--- config.mk ---
export PLATFORM = sky130hd
export DESIGN_NAME = sid_dac_sequencer
export DESIGN_NICKNAME = d
export VERILOG_FILES = /design/src/rtl/sid_dac_sequencer.sv
export SDC_FILE = /design/constraint.sdc
export NUM_CORES = 1
export LEC_CHECK = 0
export ABC_AREA = 1
export CORE_UTILIZATION = 50
export CTS_BUF_LIST = sky130_fd_sc_hd__clkbuf_4
export DETAILED_ROUTE_END_ITERATION = 16
export GPL_TIMING_DRIVEN = 0
export PLACE_DENSITY = 0.84
export SLEW_MARGIN = 0
export SYNTH_ARGS = -nofsm -noshare
export SYNTH_HDL_FRONTEND = slang
export SYNTH_SLANG_ARGS = --single-unit
--- constraint.sdc ---
create_clock -name clk_i -period 1.7 [get_ports clk_i]
set_input_delay 0.425 -clock clk_i [delete_from_list [all_inputs] [get_ports clk_i]]
set_output_delay 0.425 -clock clk_i [all_outputs]
set_load 0.05 [all_outputs]
--- src/rtl/sid_dac_sequencer.sv ---
// rtl/sid_dac_sequencer.sv - dual serial DAC frame sequencer (optional macro: DAC_INVERT_EN)
module sid_dac_sequencer #(
  parameter int         CLK_DIV       = 2,
  parameter int         SAMPLE_PERIOD = 1134,
  parameter logic [3:0] CFG           = 4'b0011
) (
  input  logic        clk_i,
  input  logic        rst_n,
  input  logic        enable,
  input  logic [11:0] sample_1,
  input  logic [11:0] sample_2,
  output logic        sample_req,
  output logic        busy,
  output logic        overrun,
  output logic        dac_clk,
  output logic        dac_dat_1,
  output logic        dac_dat_2,
  output logic        dac_cs_b,
  output logic        dac_le_b
);

  localparam int PW = (CLK_DIV > 1) ? $clog2(CLK_DIV) : 1;
  localparam int TW = $clog2(SAMPLE_PERIOD);
  localparam logic [PW-1:0] PH_LAST = PW'(CLK_DIV - 1);
  localparam logic [TW-1:0] T_LAST  = TW'(SAMPLE_PERIOD - 1);

  typedef enum logic [2:0] {S_IDLE, S_SETUP, S_SHIFT, S_HOLD, S_LATCH} state_t;

  state_t      state, state_nxt;
  logic [TW-1:0] tick_cnt;
  logic        tick;
  logic [PW-1:0] phase;
  logic        phase_done;
  logic        clk_low;     // within SHIFT: 0 = dac_clk high half, 1 = low half
  logic [3:0]  bit_cnt;
  logic [15:0] shreg_1, shreg_2;
  logic [11:0] data_1, data_2;

  assign tick       = enable && (tick_cnt == T_LAST);
  assign phase_done = (phase == PH_LAST);

`ifdef DAC_INVERT_EN
  assign data_1 = 12'hFFF - sample_1;
  assign data_2 = 12'hFFF - sample_2;
`else
  assign data_1 = sample_1;
  assign data_2 = sample_2;
`endif

  // Sample-rate counter: free-runs while enabled, held at zero otherwise
  always_ff @(posedge clk_i or negedge rst_n) begin
    if (!rst_n)                  tick_cnt <= '0;
    else if (!enable)            tick_cnt <= '0;
    else if (tick_cnt == T_LAST) tick_cnt <= '0;
    else                         tick_cnt <= tick_cnt + TW'(1);
  end

  // Sticky overrun: a tick landed while a frame was still on the wire
  always_ff @(posedge clk_i or negedge rst_n) begin
    if (!rst_n)                        overrun <= 1'b0;
    else if (!enable)                  overrun <= 1'b0;
    else if (tick && state != S_IDLE)  overrun <= 1'b1;
  end

  // State register
  always_ff @(posedge clk_i or negedge rst_n) begin
    if (!rst_n) state <= S_IDLE;
    else        state <= state_nxt;
  end

  // Next-state logic: every non-idle phase lasts CLK_DIV cycles
  always_comb begin
    state_nxt = state;
    unique case (state)
      S_IDLE:  if (tick)                                        state_nxt = S_SETUP;
      S_SETUP: if (phase_done)                                  state_nxt = S_SHIFT;
      S_SHIFT: if (phase_done && clk_low && bit_cnt == 4'd15)   state_nxt = S_HOLD;
      S_HOLD:  if (phase_done)                                  state_nxt = S_LATCH;
      S_LATCH: if (phase_done)                                  state_nxt = S_IDLE;
      default:                                                  state_nxt = S_IDLE;
    endcase
  end

  // Phase/bit counters and shift registers; data advances only as dac_clk falls
  always_ff @(posedge clk_i or negedge rst_n) begin
    if (!rst_n) begin
      phase   <= '0;
      clk_low <= 1'b0;
      bit_cnt <= '0;
      shreg_1 <= '0;
      shreg_2 <= '0;
    end else if (state == S_IDLE) begin
      phase   <= '0;
      clk_low <= 1'b0;
      bit_cnt <= '0;
      if (tick) begin
        shreg_1 <= {CFG, data_1};
        shreg_2 <= {CFG, data_2};
      end
    end else begin
      phase <= phase_done ? '0 : phase + PW'(1);
      if (state == S_SHIFT && phase_done) begin
        clk_low <= !clk_low;
        if (!clk_low) begin
          shreg_1 <= {shreg_1[14:0], 1'b0};
          shreg_2 <= {shreg_2[14:0], 1'b0};
        end else begin
          bit_cnt <= bit_cnt + 4'd1;
        end
      end
    end
  end

  // Pad and status decode; shift registers are empty by LATCH so data idles low
  always_comb begin
    busy       = (state != S_IDLE);
    sample_req = (state == S_SETUP) && (phase == '0);
    dac_cs_b   = !((state == S_SETUP) || (state == S_SHIFT));
    dac_le_b   = (state != S_LATCH);
    dac_clk    = (state == S_SHIFT) && !clk_low;
    dac_dat_1  = shreg_1[15];
    dac_dat_2  = shreg_2[15];
  end

endmodule

# Yosys cells after proc, flatten, opt, wreduce, memory -nomap -nowiden
# Index checks and enable logic that the tools add are counted.
[word_totals]
reg_bits = 53
latchBits = 0
ramBits = 0
romBits = 0
output_inout_bits = 8
wordCells = 68
mem_count = 0
[op_classes]
addsub = 3
mul = 0
div = 0
order_cmp = 0
eq_ne = 14
shifts = 0
muxes = 25
bitwise_logic = 1
n_reduce_logical = 17
[ops]
columns = ["cell", "count"]
rows = [
  ["16-bit 2-to-1 mux", 8],
  ["11-bit 2-to-1 mux", 2],
  ["3-bit 2-to-1 mux", 5],
  ["3-bit case mux with 5 select lines", 1],
  ["4-bit 2-to-1 mux", 3],
  ["11-bit by 1-bit adder with 11-bit output (second input constant)", 1],
  ["11-bit equality test (second input constant)", 1],
  ["2-bit inequality test (second input constant)", 5],
  ["1-bit logical AND", 7],
  ["3-bit by 2-bit equality test with 1-bit output (second input constant)", 2],
  ["1-bit 2-to-1 mux", 6],
  ["5-bit AND reduction", 1],
  ["4-bit by 1-bit adder with 4-bit output (second input constant)", 1],
  ["4-bit equality test (second input constant)", 1],
  ["2-bit by 1-bit inequality test with 1-bit output (second input constant)", 2],
  ["2-bit nonzero test", 2],
  ["3-bit by 1-bit equality test with 1-bit output (second input constant)", 1],
  ["3-bit equality test (second input constant)", 1],
  ["3-bit logical NOT", 1],
  ["3-bit inequality test (second input constant)", 1],
  ["3-bit AND reduction", 1],
  ["3-bit nonzero test", 1],
  ["1-bit logical NOT", 2],
  ["2-bit AND reduction", 1],
  ["3 further kinds", 3],
]

# Depth between registers and ports, before layout
[depth]
word_depth = 5
mapped_depth = 11
depth_no_buf = 10

# Worst setup path after synthesis
# Ideal clock, no wire load.
[synth_path]
path_kind = "register to output"
start = "register state[0]"
end = "output port dac_clk"
arrival_ns = 1.332
required_ns = 1.275
setup_slack_ns = -0.057
stages_incl_launch_ff = 4
path_buffers = 0
path_cell_list = "dfrtp_1 -> nor2_4 -> nand2_1 -> nor2_1"
[synth_via]
elab_chain_cells = 2
[synth_lines]
columns = ["item", "line_no", "rtl"]
rows = [
  ["from (decl)", "29", "state_t state, state_nxt;"],
  ["from (signal assigned)", "68", "else state <= state_nxt;"],
  ["3-bit by 2-bit equality test with 1-bit output", "120", "dac_clk = (state == S_SHIFT) && !clk_low;"],
  ["1-bit logical AND", "120", ""],
  ["to (decl)", "15", "output logic dac_clk,"],
]
# Every way passes these cells.

# Final worst setup path
[layout_path]
start = "register state[0]"
end = "output port busy"
[layout_via]
elab_chain_cells = 1
[layout_lines]
columns = ["item", "line_no", "rtl"]
rows = [
  ["3-bit nonzero test", "116", "busy = (state != S_IDLE);"],
  ["to (decl)", "13", "output logic busy,"],
]
# Every way passes these cells.

==> reports/results.ini <==
[status]
outcome=finished, violations left
violations=negative setup slack

[grt]
grtUsageTotal_pct=21.12
gr-total-overflow=0
grt_pass1_wl_mm=8.838
antenna_found_initial=0
grt_pass1_vias=2068
grt_max_degree=28

[clocking]
cts_buffer_depth=2
cts_sinks=53
numCtsBuffers=5
htree_levels=2
clock_latency_ns=0.38
clk_pin_slew_ns=0.16
cts_tree=built
cts_root_buffer=clkbuf_4

[hold_path]
hold_class=in2async

[power]
p_clk_share_pct=27.9
ir_drop_mv=0.4240
swShare_pct=23.69
p_int_mw=1.495
p_comb_share_pct=7.2
power_density_nw_per_um2=522.3
power_frac_seq_pct=65.0
power_switching_mw=0.4639
p_leak_nw=1.629

[route]
wl_mm=6.513
first_iter_violations=95
vias_per_cell=5.247
antenna_left=0
route.met3.wl_um=217
route.detailed.drc=0
met1_length_mm=2.642
wl_per_cell_um=15.15
firstDrtPassIters=4
vias=2256
met2_length_mm=3.535
top_layer_used=met4

[timing]
worstMarginPinSlew_ns=0.6310
final_max_slew_viol_count=0
hold_viol_final=0
layout_min_cycle_time_ns=1.827
finClkSkew_ns=0.02228
setup_ws_ns=-0.1271
setup_viol=30
fmax_mhz=547.3
slew-limit-headroom_pct=57.94
rsz0062_at_grt=yes
fin_crit_sh_pct=107.5

[critical_path]
regToRegSetupSlack_ns=-0.08
worst-setup-path-type=reg2out
timing.rr.start=state[1]
cp.required_ns=1.27
endpoint_kind=output pin
arrival_ns=1.40
worstPathMaxFanout=4
r2r-end=shreg_1[3]
crit_start=state[0]
r2r_cells=9
start_kind=flip-flop

[flow_run]
cap_violations=0

[floorplanning]
rows=26
io_pins=35
die_x_um=75.01
start_util_pct=52.18
core_um2=5107
die_h_um=75.01
dieArea_um2=5626

[synth]
synth_cell_type_count=28
netlist_area_um2=2665
ys_seq_area_share_pct=49.77
synth_seq_cells=53
syn_nets=314
yosys_warnings=0
syn_inst=284
syn_area_per_cell_um2=9.384

[place]
dp_hpwl_mm=3.661
port_buffers=34
post_dp_cell_area_um2=3110
gp_congestion=0.7981
dp_slack_ns=-0.4301

[cells_and_area]
antenna_cells=0
fin_area_um2=3750
layout.cells.most_common=dfrtp_1
final_cell_mix=dfrtp_1 (49), nand2_1 (32), clkdlybuf4s50_1 (25), buf_4 (25), inv_1 (24)
drive_above_1_share_pct=35.83
fillCellCount=352
area_delta_synth_final_pct=40.70
nets=389

[metal layers]
layer	up-vias	global-route usage [%]
met4	0	6.080
met3	11	4.819
met1	1103	26.25
met5	-	0
li1	1089	-
met2	53	36.94
[flip-flops by register name, summed over array words and instances, names as in the netlist]
signal and count:
shreg_1 16, shreg_2 16, tick_cnt 11, bit_cnt 4
state 3, clk_low 1, overrun 1, phase 1
[how the worst max path moves through the flow]
| stage | end | cells past startpoint |
|---|---|---|
| after floorplan | dac_clk | 3 |
| after global placement | shreg_2[15] | 1 |
| after detailed placement | busy | 4 |
| after CTS | dac_clk | 4 |
| after global routing | busy | 4 |
| final | busy | 4 |
[per-stage QoR]
| stage | std cells | power (mW) | utilization [%] | setup TNS [ns] | hold slack [ns] |
|---|---|---|---|---|---|
| 2_1_floorplan | 284 | 1.330 | - | 0 | 0.1294 |
| 3_3_place_gp | 388 | 1.422 | 60.61 | -80.32 | 0.4578 |
| 3_5_place_dp | 389 | 1.429 | 60.90 | -6.736 | 0.4582 |
| 4_1_cts | 419 | 1.958 | 65.70 | -0.2876 | 0.06744 |
| 5_1_grt | 430 | 2.035 | 73.42 | -3.497 | 0.07327 |
| 6_report | 430 | 1.959 | 73.42 | -1.413 | 0.03617 |
[worst max-delay path: stages (launching register included)]
cell	delay, ns
dfrtp_2	0.47
nor2_4	0.20
nand2_2	0.09
buf_6	0.13
buf_8	0.14
[synthesized netlist by cell type (all sizes together)]
library cell  instances  area (µm²)
nor2                 26       107.6
xnor2                 1       8.760
nor3                  7       35.03
a21oi                12       112.6
dfrtp                53        1326
buf                   8       80.07
clkbuf                1       3.750
a41oi                 1       8.760
nand3                14       70.07
o21bai                1       7.510
inv                  28       105.1
o21ai                34       226.5
xor2                  2       17.52
nor3b                 1       7.510
nand2                63       246.5
nand4                 7       43.79
ha                    3       37.54
mux2i                22       220.2
[cells by family after synthesis]
| logic type | share of synthesized area [%] |
|---|---|
| AO/OA/AOI/OAI | 13.33 |
| XOR/XNOR | 0.9861 |
| adder cells (fa/ha/maj) | 1.409 |
| buffers and inverters | 7.089 |
| flip-flops | 49.77 |
| multiplexers | 8.263 |
| AND/OR/NAND/NOR | 19.15 |
[timing repair]
| item | in CTS | in global routing |
|---|---|---|
| pin swaps | 4 | 7 |
| hold buffers | 0 | 0 |
| cloned | 0 | 4 |
| resized for setup | 52 | 78 |
| buffers inserted | 22 | 8 |
| setup endpoints to repair | 15 | 40 |
[power groups by stage]
stage               sequential (mW)  clock, mW  combinational (mW)
floorplan                      1.30          0              0.0330
detailed placement             1.30          0               0.132
finish                         1.27      0.546               0.140
CTS                            1.27      0.549               0.136
global route                   1.27      0.604               0.156
global placement               1.30          0               0.125
[layout make-up]
type	instances	area (µm²)	share of cell area (%)
multi-input cells	194	1371	36.57
plain buffers	9	116.4	3.103
clock inverters	3	12.51	0.3337
well taps	70	87.58	2.336
repair buffers	68	683.2	18.22
flip-flops and latches	53	1331	35.50
inverters	28	110.1	2.936
clock buffers	5	37.54	1.001
Note: power is estimated with default switching activity, not from simulation.
